File: config.mk
export PLATFORM = sky130hd
export DESIGN_NAME = lsu
export DESIGN_NICKNAME = d
export VERILOG_FILES = /design/src/rtl/lsu.sv
export SDC_FILE = /design/constraint.sdc
export NUM_CORES = 1
export LEC_CHECK = 0
export CAP_MARGIN = 25
export CORE_MARGIN = 2
export CORE_UTILIZATION = 49
export CTS_BUF_LIST = sky130_fd_sc_hd__clkbuf_4 sky130_fd_sc_hd__clkbuf_8
export DETAILED_ROUTE_END_ITERATION = 6
export PLACE_DENSITY = 0.88
export SETUP_SLACK_MARGIN = 0.02
export SLEW_MARGIN = 5
export SYNTH_ARGS = -nofsm -noshare
export SYNTH_HDL_FRONTEND = slang
export SYNTH_SLANG_ARGS = --single-unit
File: constraint.sdc
create_clock -name clk -period 3.2 [get_ports clk]
set_input_delay 0.64 -clock clk [delete_from_list [all_inputs] [get_ports clk]]
set_output_delay 0.64 -clock clk [all_outputs]
set_load 0.005 [all_outputs]
File: src/rtl/lsu.sv
// Load/store unit: request legality/alignment checks, word-aligned memory bus
// access with timeout, load data alignment/extension and writeback response.
module lsu #(
  parameter int unsigned TIMEOUT = 16
) (
  input  logic        clk,
  input  logic        rst_n,
  input  logic        req_valid,
  output logic        req_ready,
  input  logic        req_read,
  input  logic        req_write,
  input  logic [2:0]  req_func3,
  input  logic [31:0] req_addr,
  input  logic [31:0] req_wdata,
  input  logic [4:0]  req_rd,
  output logic        mem_req,
  output logic        mem_we,
  output logic [31:0] mem_addr,
  output logic [3:0]  mem_be,
  output logic [31:0] mem_wdata,
  input  logic        mem_ack,
  input  logic [31:0] mem_rdata,
  output logic        rsp_valid,
  output logic [31:0] rsp_data,
  output logic [4:0]  rsp_rd,
  output logic        rsp_we,
  output logic [2:0]  rsp_cause
);

  localparam int unsigned CNT_W = 8;

  localparam logic [2:0] CAUSE_OK      = 3'd0;
  localparam logic [2:0] CAUSE_LD_MIS  = 3'd1;
  localparam logic [2:0] CAUSE_ST_MIS  = 3'd2;
  localparam logic [2:0] CAUSE_ILLEGAL = 3'd3;
  localparam logic [2:0] CAUSE_TIMEOUT = 3'd4;

  typedef enum logic [1:0] {
    IDLE   = 2'd0,
    ACCESS = 2'd1,
    RESP   = 2'd2
  } state_t;

  state_t           state;
  logic [1:0]       off_q;
  logic [2:0]       f3_q;
  logic [4:0]       rd_q;
  logic             ld_q;
  logic [CNT_W-1:0] cnt;

  logic        accept;
  logic        illegal;
  logic        misal;
  logic [3:0]  be_n;
  logic [31:0] wdata_n;
  logic [31:0] shifted;
  logic [31:0] ld_data;

  // Request decode: legality, alignment and bus lane formatting
  always_comb begin
    accept  = (state == IDLE) && req_valid && req_ready && (req_read || req_write);
    illegal = (req_read && req_write) ||
              (req_read && ((req_func3 == 3'b011) || (req_func3[2:1] == 2'b11))) ||
              (req_write && (req_func3[2] || (req_func3[1:0] == 2'b11)));
    misal   = ((req_func3[1:0] == 2'b01) && req_addr[0]) ||
              ((req_func3[1:0] == 2'b10) && (req_addr[1:0] != 2'b00));
    be_n    = 4'b1111;
    wdata_n = req_wdata;
    if (!req_read) begin
      case (req_func3[1:0])
        2'b00:   begin
          be_n    = 4'b0001 << req_addr[1:0];
          wdata_n = {4{req_wdata[7:0]}};
        end
        2'b01:   begin
          be_n    = 4'b0011 << req_addr[1:0];
          wdata_n = {2{req_wdata[15:0]}};
        end
        default: begin
          be_n    = 4'b1111;
          wdata_n = req_wdata;
        end
      endcase
    end
  end

  // Load data alignment and extension from the latched offset/func3
  always_comb begin
    shifted = mem_rdata >> {off_q, 3'b000};
    case (f3_q)
      3'b000:  ld_data = {{24{shifted[7]}}, shifted[7:0]};
      3'b100:  ld_data = {24'd0, shifted[7:0]};
      3'b001:  ld_data = {{16{shifted[15]}}, shifted[15:0]};
      3'b101:  ld_data = {16'd0, shifted[15:0]};
      default: ld_data = mem_rdata;
    endcase
  end

  always_ff @(posedge clk) begin
    if (!rst_n) begin
      state     <= IDLE;
      req_ready <= 1'b1;
      mem_req   <= 1'b0;
      mem_we    <= 1'b0;
      mem_addr  <= 32'd0;
      mem_be    <= 4'd0;
      mem_wdata <= 32'd0;
      rsp_valid <= 1'b0;
      rsp_data  <= 32'd0;
      rsp_rd    <= 5'd0;
      rsp_we    <= 1'b0;
      rsp_cause <= CAUSE_OK;
      off_q     <= 2'd0;
      f3_q      <= 3'd0;
      rd_q      <= 5'd0;
      ld_q      <= 1'b0;
      cnt       <= '0;
    end else begin
      case (state)
        IDLE: begin
          rsp_valid <= 1'b0;
          rsp_we    <= 1'b0;
          if (accept) begin
            off_q     <= req_addr[1:0];
            f3_q      <= req_func3;
            rd_q      <= req_rd;
            ld_q      <= req_read;
            req_ready <= 1'b0;
            if (illegal || misal) begin
              state     <= RESP;
              rsp_valid <= 1'b1;
              rsp_data  <= 32'd0;
              rsp_rd    <= req_rd;
              rsp_cause <= illegal ? CAUSE_ILLEGAL :
                           (req_read ? CAUSE_LD_MIS : CAUSE_ST_MIS);
            end else begin
              state     <= ACCESS;
              mem_req   <= 1'b1;
              mem_we    <= req_write;
              mem_addr  <= {req_addr[31:2], 2'b00};
              mem_be    <= be_n;
              mem_wdata <= wdata_n;
              cnt       <= '0;
            end
          end
        end
        ACCESS: begin
          if (mem_ack) begin
            state     <= RESP;
            mem_req   <= 1'b0;
            mem_we    <= 1'b0;
            rsp_valid <= 1'b1;
            rsp_data  <= ld_q ? ld_data : 32'd0;
            rsp_rd    <= rd_q;
            rsp_we    <= ld_q && (rd_q != 5'd0);
            rsp_cause <= CAUSE_OK;
          end else if (cnt == CNT_W'(TIMEOUT - 1)) begin
            state     <= RESP;
            mem_req   <= 1'b0;
            mem_we    <= 1'b0;
            rsp_valid <= 1'b1;
            rsp_data  <= 32'd0;
            rsp_rd    <= rd_q;
            rsp_we    <= 1'b0;
            rsp_cause <= CAUSE_TIMEOUT;
          end else begin
            cnt <= cnt + CNT_W'(1);
          end
        end
        RESP: begin
          state     <= IDLE;
          rsp_valid <= 1'b0;
          rsp_we    <= 1'b0;
          req_ready <= 1'b1;
        end
        default: begin
          state     <= IDLE;
          req_ready <= 1'b1;
          mem_req   <= 1'b0;
          mem_we    <= 1'b0;
          rsp_valid <= 1'b0;
          rsp_we    <= 1'b0;
        end
      endcase
    end
  end

endmodule

==> results summary <==
The run finished with clean final reports. The residual DRC count came out at 0. The count of cells resized by post-cts repair came out at 0.

The number of global-route vias before repair is 5912. For this design the static power due to leakage is 3.30 nW. In this run switching power makes up 25.6% of total power.

The data arrival time of the worst path came out at 2.85 ns. The worst slew margin relative to its limit is 43.2%. The clock slew seen by the registers of the worst setup and hold paths came out at 0.06 ns. The shortest clock period the worst path allows after layout came out at 2.53 ns. For the worst setup path, the data required time is 3.52 ns.

The y dimension of the die came out at 114 um. In the synthesized netlist, the number of instances is 686. The category of the most critical setup path is in2reg. The async set-reset flop share out of synthesis came out at 0%.

The detail route stage leaves a number of antenna-violating nets equal to 0. The die covers 12900 sq um. The post-route setup TNS came out at 0 ns. The initial antenna violation count is 0. After floorplanning, the core was divided into 40 placement rows. The final critical path takes up 79.0% of the cycle. The maximum ir drop on the vdd rail came out at 329 uV. The worst setup skew after layout came out at 0.00855 ns. The final number of max-transition violations came out at 0. The number of nets in the final layout is 1006. After Yosys synthesis, full adders, half adders and majority gates account for 0.212% of the synthesized area. The worst setup path is launched from a primary input. The dominant cell by count in the synthesized netlist is sky130_fd_sc_hd__nand2_1. The horizontal extent of the die came out at 114 um.

On the final layout, the worst hold slack is 0.455 ns. The number of different library cells used by synthesis comes to 50. The final wirelength came out at 18600 um.

STA classifies the critical path endpoint as a register. The first TritonRoute pass finished after 7 iterations. The most area-hungry cell type in the Yosys netlist is sky130_fd_sc_hd__dfxtp_1.

Per report_power, the sequential group accounts for 46.6% of the total. The initial cell density of the core is 49.7%. In the final routed layout, each cell accounts on average for 17.6 um. The estimated wirelength of the detail-placed design is 13500 um. The clock tree buffer depth came out at 2. The count of state elements after synthesis is 132. The number of top-level design ports is 223. The cell-internal power is 2.83 mW. The final-report setup violation count is 0. The class of the worst hold path is reg2reg.

The number of I/O port buffers came out at 220. The highest clock rate came out at 396 MHz. The mux cell area share after synthesis is 2.57%. After layout, the worst setup slack is 0.672 ns. The post-CTS setup buffer count is 0. For this run, the number of Yosys warnings is 0.

In this run, the number of DRC markers left after iteration 0 of detailed routing was 486. In this run the power spent charging and discharging nets is 0.975 mW. The detailed-route via count is 6062. The netlist area before placement came out at 5890 sq um.

The fraction of the mapped netlist area in simple logic gates is 17.9%. The number of buffers inserted during clock tree synthesis came out at 17. The tree is rooted in a sky130_fd_sc_hd__clkbuf_8. The combinational power share is 17.9%. The later pin in the worst-skew pair is clocked with a latency of 0.45 ns. The max capacitance violation total is 0. The count of inserted antenna diode cells is 0. Setup repair after global routing left no endpoint under its margin. After synthesis, the mean cell area works out to 8.59 sq um. The CTS sink count came out at 132.

The number of endpoints with negative hold slack in the final report came out at 0. The post-layout total power came out at 3.81 mW. The signal on the critical path passes through clkdlybuf4s50_1 -> o211ai_1 -> or3_1 -> or3_2 -> buf_4 -> nand2_1 -> a21boi_0. At the pin with the least slew margin, the transition time is 0.851 ns. The maximum number of pins on one net before global-route repair came out at 90. TritonCTS built the clock tree.

The relative contribution of the clock network to total power is 35.5%. After detailed routing, the number of vias per cell comes to 5.76. The highest fanout seen on the critical path came out at 34. The number of enable-type register cells in the synthesized netlist came out at 0. Of the synthesized area, sequential elements account for 44.9%.

Of the post-synthesis cell area, the dominant cell type holds 44.9%. The slowest stage cell on the critical path is sky130_fd_sc_hd__clkdlybuf4s50_1. The deepest level of the CTS H-tree came out at 4. The largest single stage delay on the critical path is 0.60 ns. Timing analysis after detailed placement gives a worst setup slack of 0.193 ns. The total global routing overflow came out at 0.

The post-synthesis to final-layout area growth is 46.5%. In the synthesized netlist, the cells that appear most often are 155 x sky130_fd_sc_hd__nand2_1, 132 x sky130_fd_sc_hd__dfxtp_1, 61 x sky130_fd_sc_hd__a21boi_0. The total power divided by cell area came out at 441 nW/um^2.

The post-synthesis xor/xnor area fraction is 0.595%. The floorplan core area is 11900 sq um. By area, the combinational part of the netlist is dominated by compound AO/OA/AOI/OAI gates. The routability congestion estimate came out at 0.882.

Cells with a size suffix above 1 make up 7.18% of the layout. In the global route stage, overall resource usage came out at 28.7%. The cts-stage hold buffer count came out at 0. For this run, the leading register cell type out of synthesis is sky130_fd_sc_hd__dfxtp_1.

The final design utilization came out at 72.8%. The wire length of the first global-routing pass is 29400 um. Sorting the synthesized cells by area gives the leading types as sky130_fd_sc_hd__dfxtp_1 45%, sky130_fd_sc_hd__nand2_1 9.9%, sky130_fd_sc_hd__a21boi_0 7.8%.

The fraction of the mapped netlist area in compound gates came out at 28.7%.
-- cell families after synthesis --
family | after synthesis
other cells | 1
buf+inv | 67
compound gates | 227
mux | 15
fa+ha+maj | 1
flops | 132
simple gates | 239
xor+xnor | 4
-- worst paths after layout --
check | from | to | slack [ns] | depth (start not counted)
worst max-delay path | req_read | mem_wdata[5] | 0.67 | 7
worst min-delay path | mem_wdata[11] | mem_wdata[11] | 0.45 | 2
worst max register to register | state[0] | mem_wdata[5] | 1.04 | 5
worst min register to register | mem_wdata[11] | mem_wdata[11] | 0.45 | 2
-- metrics by stage --
stage / std cells / cell area (sq um)
detailed placement: 1021 / 8240
floorplan: 687 / 5890
CTS: 1050 / 8610
global placement: 1021 / 8240
finish: 1052 / 8630
global route: 1052 / 8630
-- metal layers --
metal	global-route usage, %	part of all wire (%)
met5	0	0
met4	12.9	3.0
met3	9.46	9.4
met2	49.7	49
met1	32.3	38
-- cells in the final DEF, fill, tap and decap left out, drive strengths merged, types with 13 or more instances in the layout --
cell / instances
o211a: 19
clkdlybuf4s50: 219
o211ai: 24
a21boi: 66
clkbuf: 23
o21ai: 44
nand2b: 13
nor2: 22
nor2b: 14
dfxtp: 132
a21oi: 17
mux2i: 14
buf: 26
a221o: 16
a22o: 14
nand2: 155
-- state kept, by name, summed over array words and instances, names as in the netlist --
signal / count
mem_wdata: 32
rsp_data: 32
mem_addr: 30
cnt: 8
rd_q: 5
rsp_rd: 5
mem_be: 4
f3_q: 3
rsp_cause: 3
off_q: 2
state: 2
ld_q: 1
mem_req: 1
mem_we: 1
req_ready: 1
rsp_valid: 1
rsp_we: 1
-- worst max-delay path: cells and delay by family --
family                 cells  cell delay [ns]
buffers and inverters      2             0.88
and+or+nand+nor            3             1.06
AOI/OAI and AO/OA          2             0.27
-- cell type report --
class,instances,area (sq um)
Fill cell,886,3230
Multi-Input combinational cell,488,2960
Sequential cell,132,2640
Timing Repair Buffer,245,2430
Clock buffer,23,292
Tap cell,147,184
Clock inverter,6,80.1
Inverter,11,41.3
-- power groups by stage --
stage | sequential [mW] | clock, mW | combinational, mW
after global placement | 1.80 | 0 | 0.650
final | 1.77 | 1.35 | 0.681
after floorplan | 1.79 | 0 | 0.309
after global routing | 1.78 | 1.44 | 0.738
after CTS | 1.77 | 1.37 | 0.676
after detailed placement | 1.81 | 0 | 0.669
Note: power is estimated with default switching activity, not from simulation.
